`src/rtl/pid_output_processor.sv`:
```
// PID output processor: converts signed per-channel PID results into
// sign/magnitude drive, with a per-channel PWM generator and a dead-time
// interlock that holds the output low for whole periods on direction reversal.
module pid_output_processor #(
    parameter int DATA_WIDTH   = 16,
    parameter int NUM_CHN      = 4,
    parameter int CHN_WIDTH    = 3,
    parameter int DUTY_MAX     = 1023,
    parameter int DEAD_PERIODS = 2
) (
    input  logic                  clk,
    input  logic                  rstn,
    input  logic                  motor_en_i,
    input  logic                  pid_valid_i,
    input  logic [CHN_WIDTH-1:0]  pid_chn_i,
    input  logic [DATA_WIDTH-1:0] pid_data_i,
    output logic [NUM_CHN-1:0]    pwm_o,
    output logic [NUM_CHN-1:0]    dir_o
);

    localparam int CNT_W  = (DUTY_MAX < 2) ? 1 : $clog2(DUTY_MAX + 1);
    localparam int DEAD_W = (DEAD_PERIODS < 2) ? 1 : $clog2(DEAD_PERIODS + 1);

    localparam logic [CNT_W-1:0]    CNT_MAX    = CNT_W'(DUTY_MAX);
    localparam logic [DATA_WIDTH:0] DUTY_MAX_X = (DATA_WIDTH + 1)'(DUTY_MAX);
    localparam logic [DEAD_W-1:0]   DEAD_LAST  = DEAD_W'(DEAD_PERIODS - 1);

    localparam logic ST_RUN  = 1'b0;
    localparam logic ST_DEAD = 1'b1;

    logic [CNT_W-1:0]    cnt_q;
    logic [CNT_W-1:0]    cnt_d;
    logic                boundary;
    logic                wr_sign;
    logic [DATA_WIDTH:0] data_x;
    logic [DATA_WIDTH:0] mag_x;
    logic [CNT_W-1:0]    wr_mag;

    // Free-running period counter; the DUTY_MAX cycle is the period boundary
    always_comb begin
        boundary = (cnt_q == CNT_MAX);
        cnt_d    = boundary ? '0 : cnt_q + CNT_W'(1);
    end

    // Period counter register
    always_ff @(posedge clk or negedge rstn) begin
        if (!rstn) cnt_q <= '0;
        else       cnt_q <= cnt_d;
    end

    // Sign/magnitude of the incoming word; one extra bit so |min| cannot overflow
    always_comb begin
        wr_sign = pid_data_i[DATA_WIDTH-1];
        data_x  = {wr_sign, pid_data_i};
        mag_x   = wr_sign ? (~data_x + (DATA_WIDTH + 1)'(1)) : data_x;
        wr_mag  = (mag_x > DUTY_MAX_X) ? CNT_MAX : mag_x[CNT_W-1:0];
    end

    genvar gi;
    generate
        for (gi = 0; gi < NUM_CHN; gi++) begin : ch_g
            logic              wr_hit;
            logic              pend_sign_q, pend_sign_d;
            logic [CNT_W-1:0]  pend_mag_q, pend_mag_d;
            logic              state_q, state_d;
            logic [DEAD_W-1:0] dead_q, dead_d;
            logic [CNT_W-1:0]  duty_q, duty_d;
            logic              dir_q, dir_d;
            logic              pwm_q, pwm_d;

            // Pending command; the _d value is used at the boundary so a write
            // landing in the boundary cycle takes effect immediately
            always_comb begin
                wr_hit      = pid_valid_i && (pid_chn_i == CHN_WIDTH'(gi));
                pend_sign_d = wr_hit ? wr_sign : pend_sign_q;
                pend_mag_d  = wr_hit ? wr_mag  : pend_mag_q;
            end

            // Next-state logic for the RUN/DEAD interlock and active duty
            always_comb begin
                state_d = state_q;
                dead_d  = dead_q;
                duty_d  = duty_q;
                dir_d   = dir_q;
                if (!motor_en_i) begin
                    state_d = ST_RUN;
                    dead_d  = '0;
                    duty_d  = '0;
                end else if (boundary) begin
                    case (state_q)
                        ST_RUN: begin
                            // sign bit equals dir bit exactly when they disagree
                            if ((pend_mag_d != '0) && (pend_sign_d == dir_q)) begin
                                state_d = ST_DEAD;
                                dead_d  = '0;
                                duty_d  = '0;
                            end else begin
                                duty_d = pend_mag_d;
                            end
                        end
                        default: begin
                            if (dead_q == DEAD_LAST) begin
                                state_d = ST_RUN;
                                duty_d  = pend_mag_d;
                                if (pend_mag_d != '0) dir_d = ~pend_sign_d;
                            end else begin
                                dead_d = dead_q + DEAD_W'(1);
                            end
                        end
                    endcase
                end
            end

            // Output logic: PWM high while counter below active duty
            always_comb begin
                pwm_d = motor_en_i && (state_q == ST_RUN) && (cnt_q < duty_q);
            end

            // Channel state register
            always_ff @(posedge clk or negedge rstn) begin
                if (!rstn) begin
                    pend_sign_q <= 1'b0;
                    pend_mag_q  <= '0;
                    state_q     <= ST_RUN;
                    dead_q      <= '0;
                    duty_q      <= '0;
                    dir_q       <= 1'b1;
                    pwm_q       <= 1'b0;
                end else begin
                    pend_sign_q <= pend_sign_d;
                    pend_mag_q  <= pend_mag_d;
                    state_q     <= state_d;
                    dead_q      <= dead_d;
                    duty_q      <= duty_d;
                    dir_q       <= dir_d;
                    pwm_q       <= pwm_d;
                end
            end

            assign pwm_o[gi] = pwm_q;
            assign dir_o[gi] = dir_q;
        end
    endgenerate

endmodule

```
`config.mk`:
```
export PLATFORM = sky130hd
export DESIGN_NAME = pid_output_processor
export DESIGN_NICKNAME = d
export VERILOG_FILES = /design/src/rtl/pid_output_processor.sv
export SDC_FILE = /design/constraint.sdc
export NUM_CORES = 1
export LEC_CHECK = 0
export ABC_AREA = 1
export BUFFER_PORTS_ARGS = -buffer_cell sky130_fd_sc_hd__buf_2
export CAP_MARGIN = 15
export CORE_MARGIN = 2
export CORE_UTILIZATION = 26
export CTS_CLUSTER_SIZE = 14
export DETAILED_ROUTE_END_ITERATION = 12
export GPL_ROUTABILITY_DRIVEN = 0
export GPL_TIMING_DRIVEN = 0
export PLACE_DENSITY = 0.4
export SYNTH_ARGS = -nofsm -noshare
export SYNTH_HDL_FRONTEND = slang
export SYNTH_SLANG_ARGS = --single-unit
```
`constraint.sdc`:
```
create_clock -name clk -period 2.35 [get_ports clk]
set_clock_uncertainty 0.15 [all_clocks]
set_input_delay 0.235 -clock clk [delete_from_list [all_inputs] [get_ports clk]]
set_output_delay 0.235 -clock clk [all_outputs]
set_load 0.02 [all_outputs]
```
==> results.md <==
* CTS buffer count at 17
* Final hold vios at 0
* Crit share post-route at 95.1%
* Post-place setup slack at -0.984 ns
* Cell Area, Synth at 6570 µm²
* FMAX at 447 MHz
* Final Non-Filler Cells at 1261
* Final min period at 2.24 ns
* Seq/Total Area, Yosys at 43.5%
* Antenna Violating Nets Remaining at 0
* Vias/cell at 4.36
* Crit. End Element: flip-flop
* CTS tree: done
* FF-to-FF setup slack at 0.11 ns
* Crit-path max FO at 5
* Relative slew slack at 30.1%
* Die Height at 163 µm
* Clk Tree Root Cell: clkbuf_16
* Post-Synthesis Cells at 818
* Max-Cap Viols at 0
* Initial core utilization at 26.3%
* Type of origin of the critical path: flip-flop
* Clock Sinks at 114
* CP max stage cell: dfrtp_2
* Syn. warnings at 0
* Pre-antenna DRT Iters at 4
* Share of cells above drive strength 1 at 33.1%
* Crit path required time at 2.54 ns
* DP Cell Count at 1179
* Worst-Margin Slew at 1.04 ns
* HP Class: input pin to asynchronous set/reset pin
* Crit path cell chain: buf_6 -> ha_4 -> a21boi_1 -> o21ai_1 -> nand2_1 -> a21oi_2 -> nor2_1 -> o21a_1 -> o21a_1 -> o21ai_1 -> nand2_1 -> a31oi_1
* Wire per inst at 15.5 µm
* Buffers on Ports at 30
* Post-Syn Nets at 883
* Worst-path clk slew at 0.06 ns
* Iteration-0 DRC Markers at 322
* Avg Cell Area, Syn at 8.03 µm²
* Pleak at 3.83 nW
* # setup viols final at 0
* Initial antenna violation count at 0
* Io pins at 31
* Peak supply drop at 0.000428 V
* Worst-Skew Late Latency at 0.42 ns
* Pin count of the biggest net entering global routing at 82
* Setup slack after layout at 0.115 ns
* DR vias at 5493
* Vias in the first global route at 5262
* Net count, final at 983
* Reg2reg path depth at 12
* R2r endpoint: ch_g[1].pwm_q$_DFF_PN0_
* Ant diodes at 0
* DRC errors left at 0
* Status: completed
* Clk buf depth at 2
* Unrepaired setup endpoints after global routing: true
* Post-synth cell types at 31
* Area of the core at 25000 µm²
* Post-DP HPWL at 13500 µm
* Area delta synth->final at 35.5%
* Kind of critical path: flip-flop to flip-flop
* Die W at 163 µm
* Total gr overflow at 0
* Fin Setup TNS at 0 ns
* Arrival @ worst endpoint at 2.43 ns
* Hold Slack at 0.135 ns
* Global-route wire length before repair at 30400 µm
* Finished Cell Area at 8900 µm²
* Total power at 5.66 mW
* Post-DP Area at 7160 µm²
* H-tree lvl count at 4
* Number of cell rows at 58
* Final core utilization at 35.7%
* GR Util All Layers at 15.2%
* Filler instances at 2637
* Seq cells post-synth at 114
* Power Density at 636 nW/µm²
* Reg2Reg Launch Point: cnt_q[1]$_DFF_PN0_
* Die ar. at 26500 µm²
* Drt total wl at 19600 µm
* Max Transition Viols Final at 0
* Slowest stage delay, CP at 0.41 ns
-- worst max-delay path: cells and delay by family (launching register included) --
family                     cells  cell delay, ns
DFF                            1            0.41
AOI/OAI and AO/OA              7            1.01
buffers and inverters          1            0.15
and+or+nand+nor                3            0.21
adders and majority gates      1            0.23
-- kinds of logic after synthesis --
family / count (synthesis) / synth area share, %
compound gates: 98 / 8.12
fa+ha+maj: 42 / 8.00
flops: 114 / 43.5
simple gates: 373 / 27.0
xor+xnor: 19 / 2.53
buf+inv: 172 / 10.8
-- layer usage --
metal	vias to the layer above	wire [µm]	share of wire, %	GRT usage (%)
met5	-	0	0	0
met4	0	365	1.9	5.51
met3	24	465	2.4	1.99
met2	69	8750	45	23.2
met1	2599	9970	51	22.1
li1	2801	-	-	-
-- Yosys cell counts --
cell type / n / area (µm²)
inv_1: 146 / 548
nand2_1: 139 / 522
dfrtp_1: 110 / 2750
nand3_1: 86 / 430
nor2_1: 63 / 236
or2_2: 43 / 269
ha_1: 42 / 526
o21ai_1: 31 / 155
o21ai_0: 29 / 145
a21oi_1: 16 / 80.1
xor2_1: 15 / 131
nand3_2: 13 / 130
a31oi_1: 11 / 68.8
nor3_1: 10 / 50.1
buf_4: 8 / 60.1
clkbuf_1: 8 / 30.0
nand4_1: 6 / 37.5
o21a_1: 6 / 45.0
buf_2: 4 / 20.0
buf_6: 4 / 45.0
dfstp_2: 4 / 105
nand2_2: 4 / 25.0
nor2_2: 4 / 25.0
xnor2_1: 4 / 35.0
a21boi_0: 3 / 22.5
inv_2: 2 / 7.51
nand3b_1: 2 / 15.0
nor2_4: 2 / 22.5
a311oi_1: 1 / 8.76
nor3_2: 1 / 10.0
o21bai_1: 1 / 7.51
-- repair_timing --
item	4_1_cts	5_1_grt
hold buffers	1	0
pin swaps	14	61
gates resized for setup	56	121
hold endpoints to repair	33	0
setup buffers	17	24
endpoints found under the setup margin	59	59
gates cloned	8	0
-- where the power goes --
part | switching, mW | internal, mW | total [mW] | leakage (nW)
logic | 0.489 | 0.239 | 0.728 | 2.17
clock network | 0.987 | 1.88 | 2.87 | 0.310
registers | 0.0250 | 2.04 | 2.07 | 1.35
-- cell type report --
cell class | count | area [µm²] | area share (%)
buffer | 24 | 171 | 1.93
clock buffer | 18 | 429 | 4.82
clock inverter | 14 | 211 | 2.38
inverter | 148 | 576 | 6.47
multi-input combinational | 536 | 3620 | 40.7
sequential | 114 | 2860 | 32.2
tap | 330 | 413 | 4.64
timing repair buffer | 77 | 611 | 6.86
-- sequential cells by signal, summed over array words and instances (netlist names) --
name and cells:
cnt_q 10, ch_g.pend_mag_q 40, ch_g.dead_q 8, ch_g.pend_sign_q 4, ch_g.dir_q 4, ch_g.pwm_q 4
ch_g.state_q 4, ch_g.duty_q 40
-- worst max-delay path by stage --
stage | endpoint | slack, ns | depth (start not counted) | start
after floorplan | ch_g[3].duty_q[8]$_DFFE_PN0P_ | 0.05 | 10 | cnt_q[1]$_DFF_PN0_
after global placement | ch_g[3].duty_q[8]$_DFFE_PN0P_ | -0.97 | 10 | cnt_q[1]$_DFF_PN0_
after detailed placement | ch_g[2].duty_q[8]$_DFFE_PN0P_ | -0.98 | 10 | cnt_q[1]$_DFF_PN0_
after CTS | ch_g[0].dead_q[1]$_DFFE_PN0P_ | 0.006 | 22 | pid_data_i[0]
after global routing | ch_g[0].dead_q[0]$_DFFE_PN0P_ | -0.07 | 20 | pid_data_i[6]
final | ch_g[1].pwm_q$_DFF_PN0_ | 0.11 | 12 | cnt_q[1]$_DFF_PN0_
-- layout by cell type (no fill, tap or decap), types with 15 or more instances in the layout --
| master | instances |
|---|---|
| ha_1 | 37 |
| nand2_1 | 118 |
| buf_4 | 44 |
| o21ai_1 | 36 |
| nand3_2 | 37 |
| inv_1 | 143 |
| o21ai_0 | 18 |
| nor2_4 | 15 |
| clkbuf_16 | 17 |
| dfrtp_1 | 105 |
| nor2_1 | 45 |
| or2_2 | 43 |
| nand3_1 | 52 |
| nand2_2 | 23 |
| buf_2 | 31 |
(Power assumes the default switching activity.)
